`config.mk`:
```
export PLATFORM = sky130hd
export DESIGN_NAME = if_fetch_queue
export DESIGN_NICKNAME = d
export VERILOG_FILES = /design/src/rtl/if_fetch_queue.sv
export SDC_FILE = /design/constraint.sdc
export NUM_CORES = 1
export LEC_CHECK = 0
export ABC_AREA = 1
export BUFFER_PORTS_ARGS = -buffer_cell sky130_fd_sc_hd__buf_2
export CORE_MARGIN = 3
export CORE_UTILIZATION = 60
export DETAILED_ROUTE_END_ITERATION = 10
export PLACE_DENSITY_LB_ADDON = 0.2
export SLEW_MARGIN = 10
export SYNTH_ARGS = -nofsm -noshare
export SYNTH_HDL_FRONTEND = slang
export SYNTH_SLANG_ARGS = --single-unit
```
`constraint.sdc`:
```
create_clock -name clk -period 7.1 [get_ports clk]
set_input_delay 0.355 -clock clk [delete_from_list [all_inputs] [get_ports clk]]
set_output_delay 0.355 -clock clk [all_outputs]
set_load 0.01 [all_outputs]
```
`src/rtl/if_fetch_queue.sv`:
```
// Instruction fetch stage: prefetch queue between instruction memory and decode.
// Credits cap requests at DEPTH; a redirect flushes the queue and drops in-flight responses.
module if_fetch_queue #(
  parameter int               XLEN     = 32,
  parameter int               DEPTH    = 4,
  parameter logic [XLEN-1:0]  RESET_PC = '0
) (
  input  logic            clk,
  input  logic            rst,
  input  logic            redirect_valid,
  input  logic [XLEN-1:0] redirect_pc,
  output logic            imem_req_valid,
  input  logic            imem_req_ready,
  output logic [XLEN-1:0] imem_req_addr,
  input  logic            imem_resp_valid,
  input  logic [XLEN-1:0] imem_resp_data,
  input  logic            if_ready,
  output logic            if_valid,
  output logic [XLEN-1:0] if_pc,
  output logic [XLEN-1:0] if_npc,
  output logic [XLEN-1:0] if_ir
);

  localparam int AW = (DEPTH > 1) ? $clog2(DEPTH) : 1;
  localparam int CW = AW + 1;
  localparam logic [CW:0] DEPTH_L = (CW+1)'(DEPTH);

  logic [XLEN-1:0] fetch_pc_q, fetch_pc_d;
  logic [CW-1:0]   count_q, count_d;
  logic [CW-1:0]   out_q, out_d;
  logic [CW-1:0]   drop_q, drop_d;
  logic [AW-1:0]   head_q, head_d, tail_q, tail_d;
  logic [AW-1:0]   rp_head_q, rp_tail_q;
  logic [XLEN-1:0] pc_mem_q [DEPTH];
  logic [XLEN-1:0] ir_mem_q [DEPTH];
  logic [XLEN-1:0] rp_mem_q [DEPTH];

  logic [CW:0] inflight;
  logic        req_hs, deq, enq;

  // Queue slots are reserved at request time, so responses can never overflow it.
  assign inflight       = {1'b0, count_q} + {1'b0, out_q};
  assign imem_req_valid = !rst && !redirect_valid && (inflight < DEPTH_L);
  assign imem_req_addr  = fetch_pc_q;
  assign req_hs         = imem_req_valid && imem_req_ready;

  assign if_valid = (count_q != '0);
  assign if_pc    = pc_mem_q[head_q];
  assign if_ir    = ir_mem_q[head_q];
  assign if_npc   = if_pc + XLEN'(4);

  assign deq = if_valid && if_ready;
  assign enq = imem_resp_valid && !redirect_valid && (drop_q == '0);

  always_comb begin
    fetch_pc_d = fetch_pc_q;
    count_d    = count_q + CW'(enq) - CW'(deq);
    out_d      = out_q + CW'(req_hs) - CW'(imem_resp_valid);
    drop_d     = drop_q;
    head_d     = deq ? head_q + AW'(1) : head_q;
    tail_d     = enq ? tail_q + AW'(1) : tail_q;
    if (req_hs)
      fetch_pc_d = fetch_pc_q + XLEN'(4);
    if (imem_resp_valid && drop_q != '0)
      drop_d = drop_q - CW'(1);
    // Everything still in flight after this cycle belongs to the old path.
    if (redirect_valid) begin
      count_d    = '0;
      head_d     = '0;
      tail_d     = '0;
      fetch_pc_d = redirect_pc & ~XLEN'(3);
      drop_d     = out_d;
    end
  end

  always_ff @(posedge clk) begin
    if (rst) begin
      fetch_pc_q <= RESET_PC;
      count_q    <= '0;
      out_q      <= '0;
      drop_q     <= '0;
      head_q     <= '0;
      tail_q     <= '0;
      rp_head_q  <= '0;
      rp_tail_q  <= '0;
      for (int i = 0; i < DEPTH; i++) begin
        pc_mem_q[i] <= '0;
        ir_mem_q[i] <= '0;
        rp_mem_q[i] <= '0;
      end
    end else begin
      fetch_pc_q <= fetch_pc_d;
      count_q    <= count_d;
      out_q      <= out_d;
      drop_q     <= drop_d;
      head_q     <= head_d;
      tail_q     <= tail_d;
      if (req_hs) begin
        rp_mem_q[rp_tail_q] <= fetch_pc_q;
        rp_tail_q           <= rp_tail_q + AW'(1);
      end
      // Request-PC FIFO pops on every response, dropped or not, to stay in order.
      if (imem_resp_valid)
        rp_head_q <= rp_head_q + AW'(1);
      if (enq) begin
        pc_mem_q[tail_q] <= rp_mem_q[rp_head_q];
        ir_mem_q[tail_q] <= imem_resp_data;
      end
    end
  end

endmodule

```
==> flow_summary.json <==
{
  "status": "completed",
  "wire_per_inst_um": 17.4,
  "grt_max_degree": 84,
  "remaining_drc_errors": 0,
  "gp_congestion": 0.887,
  "post_dp_cell_area_um2": 21500,
  "routed-wl-met2_um": 24300,
  "areaGrowthSynthToFinish_pct": 12.5,
  "period_share_pct": 61.3,
  "ir_drop_mv": 0.200,
  "slew_headroom_pct": 31.2,
  "p_leak_nw": 9.28,
  "required_ps": 6740,
  "num_rows": 66,
  "yosys.area_share.xor_xnor_pct": 1.37,
  "critical-path-slowest-cell": "dfxtp_4",
  "drtIter0Drc": 1504,
  "min-delay-start": "redirect_pc[3]",
  "dp.cells": 2836,
  "postCtsHoldBufs": 0,
  "ys.flop_type": "edfxtp_1",
  "vias_per_cell": 5.63,
  "antenna_left": 0,
  "utilization_pct": 69.5,
  "yosys.area_share.simple_pct": 24.8,
  "synthAdderAreaFrac_pct": 0.809,
  "critPathKind": "reg -> out",
  "synth_top_cell_area_share_pct": 54.2,
  "pwr-share-clk_pct": 39.5,
  "coreArea_um2": 33000,
  "routed_wl_um": 50800,
  "clock_latency_ps": 540,
  "ys_ff_latch": 419,
  "power_frac_comb_pct": 10.9,
  "pin_count": 200,
  "dr_wl_met3_um": 4370,
  "diodes": 0,
  "io_buffers": 191,
  "cts_sinks": 419,
  "path_cells": "clkinv_2 > buf_4 > nand2_1 > nand3_1 > nand2_1 > ha_1 > nand2_2 > nor2_4 > nand2_1 > xor2_1 > buf_2",
  "crit_top_cell": "nand2_1",
  "switching_share_pct": 24.8,
  "fin_tns_setup_ps": 0,
  "synth-edff-count": 368,
  "synth_top_family_by_area": "simple AND/OR/NAND/NOR gates",
  "place_ws_ps": 3300,
  "muxShareOfSynthArea_pct": 0,
  "firstDrtPassIters": 6,
  "syn_inst": 2300,
  "layout.nets": 2521,
  "min_path_type": "in -> reg",
  "place_hpwl_um": 31100,
  "ys_seq_area_share_pct": 59.2,
  "period_minus_slack_ps": 4350,
  "total_power_mw": 5.78,
  "grt_usage_pct": 27.4,
  "fillers": 2576,
  "post_cts_resized": 0,
  "layout-drive-gt1-share_pct": 13.2,
  "p_int_mw": 4.35,
  "critPathArrivalTime_ps": 4000,
  "setup_violations": 0,
  "top_layer": "met4",
  "postLayoutCellArea_um2": 23000,
  "ff2ff_setup_slack_ps": 3580,
  "ys_async_sr_fraction_pct": 0,
  "grt_pass1_wl_um": 79600,
  "die_height_um": 190,
  "synth.cell_area_um2": 20400,
  "cp_max_fo": 73,
  "cts_root_buf": "clkbuf_16",
  "clock_path_buffers": 3,
  "syn_area_per_cell_um2": 8.87,
  "skew_ps": 21.2,
  "die_area_um2": 36300,
  "cts_setup_buffers": 0,
  "tightest_slew_ps": 1030,
  "yosys-top-cells-count": "nand2_1 (555), nor2_1 (506), edfxtp_1 (368)",
  "worst_setup_path_start_kind": "register",
  "synth_top_cells_by_area": "edfxtp_1 (54%), nand2_1 (10%), nor2_1 (9.3%)",
  "stdcell_count": 2911,
  "yosysWarningCount": 0,
  "timing.fmax_mhz": 230,
  "power_frac_seq_pct": 49.7,
  "power.density_nw_per_um2": 252,
  "hold_viol": 0,
  "whs_ps": 87.3,
  "grt_overflow": 0,
  "antenna_found_initial": 0,
  "vias": 16396,
  "numCtsBuffers": 43,
  "synth_largest_area_cell": "edfxtp_1",
  "synth_cell_types": 39,
  "cts_tree": "built",
  "htreeDepth": 2,
  "max_stage_delay_ps": 820,
  "maxSlewViolCount": 0,
  "synth_compound_area_share_pct": 7.02,
  "p_switching_mw": 1.43,
  "cap_violations": 0,
  "grt_pass1_vias": 15674,
  "start_util_pct": 61.8,
  "setup_ws_ps": 2750,
  "rsz0062_at_grt": "no",
  "wl_met1_um": 21300,
  "synth_most_common_cell": "nand2_1",
  "crit_path_end_kind": "output port",
  "dieWidth_um": 190,
  "r2r_start": "count_q[1]",
  "cts.clk_slew.worst_paths_ps": 60
}
==> path summary, 6_finish.rpt <==
check,to,cells past startpoint
worst max register to register,rp_mem_q[1][22],13
worst min register to register,register,2
worst max-delay path,if_npc[18],11
worst min-delay path,imem_req_addr[3],3
==> layout by cell type, fill, tap and decap left out, drive strengths merged, types with 10 or more instances in the layout <==
cell    count
dfxtp      51
nand3      96
nor2      517
buf       215
inv       201
o22ai      32
o21ai     109
nand2     566
nand4      10
nor3       69
a32o       30
clkinv     17
a21oi      64
edfxtp    368
ha         10
clkbuf     52
xor2       30
==> logic make-up (layout without fill, tap and decap cells) <==
family / Yosys count / after routing
AND/OR/NAND/NOR: 1262 / 1262
flip-flops: 419 / 419
buffers and inverters: 330 / 494
AO/OA/AOI/OAI: 244 / 244
XOR/XNOR: 32 / 32
adder cells (fa/ha/maj): 12 / 12
other: 1 / 6
==> cell type report <==
class / instances / area, um2 / share of cell area, %
Clock buffer: 52 / 1160 / 5.06
Clock inverter: 23 / 267 / 1.16
Inverter: 204 / 767 / 3.34
Multi-Input combinational cell: 1556 / 7000 / 30.5
Sequential cell: 419 / 12100 / 52.6
Tap cell: 442 / 553 / 2.41
Timing Repair Buffer: 215 / 1140 / 4.95
==> power by group through the flow <==
stage	Sequential [mW]	Combinational [mW]	Clock [mW]
2_1_floorplan	2.92	0.404	0
3_3_place_gp	2.91	0.607	0
3_5_place_dp	2.92	0.622	0
4_1_cts	2.87	0.626	2.30
5_1_grt	2.88	0.693	2.40
6_report	2.87	0.628	2.28
==> flip-flops by register name, summed over array words and instances (netlist names), 3 cells and up, named ones only <==
| register | flops |
|---|---|
| ir_mem_q | 128 |
| pc_mem_q | 120 |
| rp_mem_q | 120 |
| imem_req_addr | 30 |
| count_q | 3 |
| drop_q | 3 |
| out_q | 3 |
==> critical path: cells and delay by family (launching register included) <==
kind                     cells  cell delay, ps
XOR/XNOR                     1             190
adder cells (fa/ha/maj)      1             270
buffers and inverters        3            1260
flip-flops                   1             820
AND/OR/NAND/NOR              6             840
==> routing by layer <==
metal	track usage, %	up-vias
met2	45.7	743
li1	-	7842
met4	7.20	0
met5	0	-
met1	38.8	7736
met3	3.36	75
Note: power is estimated with default switching activity, not from simulation.
